==> src/rtl/uart_tx.sv <==
// 8-bit UART transmitter: start, 8 data bits LSB first,
// optional parity, 1 or 2 stop bits. Line idles high.
module uart_tx #(
  parameter int CLK_HZ     = 50_000_000,
  parameter int BAUD       = 115_200,
  parameter int PARITY_EN  = 0,
  parameter int PARITY_ODD = 0,
  parameter int STOP_BITS  = 1
) (
  input  logic       clk_50M,
  input  logic       reset,
  input  logic [7:0] tx_data,
  input  logic       tx_start,
  output logic       tx_ready,
  output logic       tx_done,
  output logic       tx_serial
);

  localparam int CPB = CLK_HZ / BAUD;
  localparam int CW  = (CPB > 2) ? $clog2(CPB) : 1;
  localparam logic [CW-1:0] LAST = CW'(CPB - 1);
  localparam logic SB_LAST = (STOP_BITS == 2);
  localparam logic PEN = (PARITY_EN != 0);
  localparam logic ODD = (PARITY_ODD != 0);

  if (STOP_BITS != 1 && STOP_BITS != 2) begin : g_bad_stop
    $error("uart_tx: STOP_BITS must be 1 or 2");
  end
  if (CPB < 2) begin : g_bad_cpb
    $error("uart_tx: CLK_HZ/BAUD must be >= 2");
  end

  typedef enum logic [2:0] {
    IDLE, START, DATA, PARITY, STOP
  } state_t;

  state_t          state, state_n;
  logic [CW-1:0]   cnt, cnt_n;
  logic [2:0]      idx, idx_n;
  logic [7:0]      shreg, shreg_n;
  logic            par, par_n;
  logic            sb, sb_n;
  logic            serial_n;
  logic            ready_n;
  logic            done_n;
  logic            tick;

  assign tick = (cnt == LAST);

  always_ff @(posedge clk_50M) begin
    if (reset) begin
      state     <= IDLE;
      cnt       <= '0;
      idx       <= '0;
      shreg     <= '0;
      par       <= 1'b0;
      sb        <= 1'b0;
      tx_serial <= 1'b1;
      tx_ready  <= 1'b1;
      tx_done   <= 1'b0;
    end else begin
      state     <= state_n;
      cnt       <= cnt_n;
      idx       <= idx_n;
      shreg     <= shreg_n;
      par       <= par_n;
      sb        <= sb_n;
      tx_serial <= serial_n;
      tx_ready  <= ready_n;
      tx_done   <= done_n;
    end
  end

  // Outputs are computed for the state being entered,
  // so the registered line leads with no extra latency.
  always_comb begin
    state_n  = state;
    cnt_n    = tick ? '0 : cnt + 1'b1;
    idx_n    = idx;
    shreg_n  = shreg;
    par_n    = par;
    sb_n     = sb;
    serial_n = tx_serial;
    ready_n  = 1'b0;
    done_n   = 1'b0;
    case (state)
      IDLE: begin
        cnt_n    = '0;
        idx_n    = '0;
        sb_n     = 1'b0;
        serial_n = 1'b1;
        ready_n  = 1'b1;
        if (tx_start) begin
          shreg_n  = tx_data;
          par_n    = (^tx_data) ^ ODD;
          state_n  = START;
          serial_n = 1'b0;
          ready_n  = 1'b0;
        end
      end
      START: begin
        if (tick) begin
          state_n  = DATA;
          idx_n    = '0;
          serial_n = shreg[0];
        end
      end
      DATA: begin
        if (tick) begin
          shreg_n = shreg >> 1;
          idx_n   = idx + 3'd1;
          if (idx == 3'd7) begin
            sb_n = 1'b0;
            if (PEN) begin
              state_n  = PARITY;
              serial_n = par;
            end else begin
              state_n  = STOP;
              serial_n = 1'b1;
            end
          end else begin
            serial_n = shreg[1];
          end
        end
      end
      PARITY: begin
        if (tick) begin
          state_n  = STOP;
          sb_n     = 1'b0;
          serial_n = 1'b1;
        end
      end
      STOP: begin
        if (tick) begin
          if (sb == SB_LAST) begin
            state_n  = IDLE;
            ready_n  = 1'b1;
            done_n   = 1'b1;
            serial_n = 1'b1;
          end else begin
            sb_n = 1'b1;
          end
        end
      end
      default: begin
        state_n  = IDLE;
        cnt_n    = '0;
        serial_n = 1'b1;
        ready_n  = 1'b1;
      end
    endcase
  end

endmodule
==> config.mk <==
export PLATFORM = sky130hd
export DESIGN_NAME = uart_tx
export DESIGN_NICKNAME = d
export VERILOG_FILES = /design/src/rtl/uart_tx.sv
export SDC_FILE = /design/constraint.sdc
export NUM_CORES = 1
export LEC_CHECK = 0
export ABC_AREA = 1
export BUFFER_PORTS_ARGS = -buffer_cell sky130_fd_sc_hd__clkbuf_2
export CORE_MARGIN = 2
export CORE_UTILIZATION = 45
export CTS_BUF_LIST = sky130_fd_sc_hd__clkbuf_4 sky130_fd_sc_hd__clkbuf_8
export DETAILED_ROUTE_END_ITERATION = 8
export GPL_TIMING_DRIVEN = 0
export PLACE_DENSITY = 0.64
export SYNTH_ARGS = -nofsm -noshare
export SYNTH_HDL_FRONTEND = slang
export SYNTH_SLANG_ARGS = --single-unit
==> constraint.sdc <==
create_clock -name clk_50M -period 2.9 [get_ports clk_50M]
set_input_delay 0.435 -clock clk_50M [delete_from_list [all_inputs] [get_ports clk_50M]]
set_output_delay 0.435 -clock clk_50M [all_outputs]
set_load 0.005 [all_outputs]
==> results.toml <==
[floorplan]
core_area_sq_um = 2781
initial_core_util_pct = 47.95
ios = 14
die_h_um = 58.44
num_rows = 19
dieWidth_um = 58.44
dieArea_sq_um = 3415

[cts]
cts_resized = 0
hold_buffers = 0
root_buffer = "clkbuf_4"
cts_buffer_depth = 2
ctsHtreeMaxLevel = 1
cts-buffers-inserted = 3
cts_sinks = 26
clkTransAtPathRegs_ns = 0.14
clock_latency_ns = 0.32
postCtsSetupRepairBufs = 0
cts_tree = "done"

[synthesis]
synth_top_area_share_pct = 39.02
synth_top_area_cell = "dfxtp_1"
synthesis.nets = 218
synth_seq_cells = 26
synthTopCellsByArea = "dfxtp_1, nand2_1, nor2_1, inv_1, nand3_1"
syn_inst = 203
synthesis.area_sq_um = 1334
synth_area_per_cell_sq_um = 6.570
synth.yosys.warnings = 0
yosysSeqAreaShare_pct = 39.02
synth.distinct_cells = 21

[grt]
grt_pass1_vias = 1030
gr-max-usage-layer = "met2"
grtUsageTotal_pct = 16.11
grt_pass1_wl_um = 4312
overflow = 0
grt_max_degree = 16
use_met2_pct = 26.48
gr-usage-met3_pct = 1.978
grt.met1_usage_pct = 21.64
antenna_found_initial = 0

[placement]
io_buffers = 13
hpwl_um = 1961
place_area_sq_um = 1438
place.gp.congestion = 0.8161

[sta]
hold_viol = 0
setup_viol = 0
rsz0062_at_grt = "no"
period_share_pct = 53.58
skew_ns = 0.005458
relSlewSlack_pct = 65.36
tightest_slew_ns = 0.5196
min_period_ns = 1.554
fmax_mhz = 643.5
timing.setup.tns_ns = 0
maxSlewViolCount = 0

[setup_path]
crit_top_cell = "nand2_1"
cp.required_ns = 3.13
startpoint_type = "register"
critical-path-slowest-cell = "dfxtp_1"
critPathMaxStageDelay_ns = 0.42
crit_fanout = 6
path_cells = "ha_1 -> nand2_1 -> nor2_1 -> nand2_1 -> nand2_1 -> nand3_1 -> nand2_1 -> nor2_1"
crit_type = "reg2reg"
arrival_ns = 1.78
cp-end-kind = "register"

[drt]
drc = 0
avgRoutedWirePerCell_um = 10.06
routed_via_density = 4.697
first_pass_iters = 4
drtIter0Drc = 50
routed_wl_um = 2525
vias = 1179
drtAntennaViolNets = 0

[finish]
design_area_sq_um = 1490
drive_above_1_share_pct = 15.45
diodes = 0
nets = 236
syn_to_final_growth_pct = 11.73

[outcome]
outcome = "finished, final reports clean"

[power]
vdd_ir_drop_max_v = 0.0004749
leakagePower_nw = 0.7841
power_density_nw_per_um2 = 818.2

[flow_run]
max_cap_viol_count = 0

[min_path]
hold_class = "in2reg"
[synth_stat cells, drive strengths merged]
cell    instances
buf             3
nor2           40
dfxtp          26
o211ai          1
a21oi           6
o21ai           2
xor2            3
ha              4
nor3            3
or2             1
nand2          70
inv            26
nand3          16
nand4           1
nor4            1
[final timing paths]
check	start	to	slack, ns	cells after the start
max reg2reg	cnt[0]	idx[0]	1.35	8
max	cnt[0]	idx[0]	1.35	8
min reg2reg	shreg[2]	shreg[2]	0.49	2
min	reset	shreg[7]	0.31	2
[registers in the layout (all words and copies together), names as in the netlist]
register and count:
tx_done 1, tx_ready 1, state 3, shreg 8, cnt 9, idx 3, tx_serial 1
[layout by cell type, fill, tap and decap left out]
| cell type | instances |
|---|---|
| nand2_1 | 66 |
| nor2_1 | 35 |
| dfxtp_1 | 26 |
| inv_1 | 24 |
| nand3_1 | 14 |
| clkbuf_2 | 13 |
| a21oi_1 | 6 |
| nor2_2 | 5 |
| ha_1 | 4 |
| nand2_2 | 3 |
| xor2_1 | 3 |
| nor3_1 | 3 |
| clkbuf_4 | 3 |
| o21ai_0 | 2 |
| inv_2 | 2 |
| nand3_2 | 2 |
| buf_6 | 2 |
| nand4_1 | 1 |
| buf_2 | 1 |
| nand2_4 | 1 |
| or2_2 | 1 |
| o211ai_1 | 1 |
| nor4_1 | 1 |
| bufinv_16 | 1 |
[kinds of logic after synthesis]
family / after synthesis / share of synthesized area, %
adders and majority gates: 4 / 3.752
and+or+nand+nor: 132 / 42.31
xor gates and xnor gates: 3 / 1.970
buffers and inverters: 29 / 9.381
AOI/OAI and AO/OA: 9 / 3.565
DFF: 26 / 39.02
[worst max-delay path, delay by kind of cell (launching register included)]
family                   cells  cell delay [ns]
flip-flops                   1             0.42
adder cells (fa/ha/maj)      1             0.19
AND/OR/NAND/NOR              7             0.87
[power breakdown]
group / internal, mW / total, mW / switching [mW]
registers: 0.440 / 0.499 / 0.0593
logic: 0.177 / 0.474 / 0.297
clock network: 0.140 / 0.247 / 0.107
[cell type report]
class	count	area, sq um
well taps	31	38.79
flip-flops and latches	26	520.5
fillers	269	1291
multi-input cells	148	688.2
clock buffers	3	22.52
inverters	26	97.59
clock inverters	1	30.03
repair buffers	13	65.06
plain buffers	3	27.53
[per-stage QoR]
step	instances	hold WS (ns)	worst slack [ns]	total power, mW	util (%)
5_1_grt	251	0.2959	1.145	1.325	53.58
4_1_cts	251	0.2889	1.341	1.233	53.58
3_5_place_dp	247	0.4602	1.367	0.9828	51.69
2_1_floorplan	203	0.4337	1.636	0.8783	-
6_report	251	0.3059	1.346	1.219	53.58
3_3_place_gp	247	0.4454	1.415	0.9604	51.69
[metal layers]
metal / vias to the layer above / share of wire [%]
met2: 11 / 47
met5: - / 0
met3: 2 / 2.3
met1: 511 / 50
li1: 655 / -
met4: 0 / 0.95
Power figures use the tool's default switching activity.
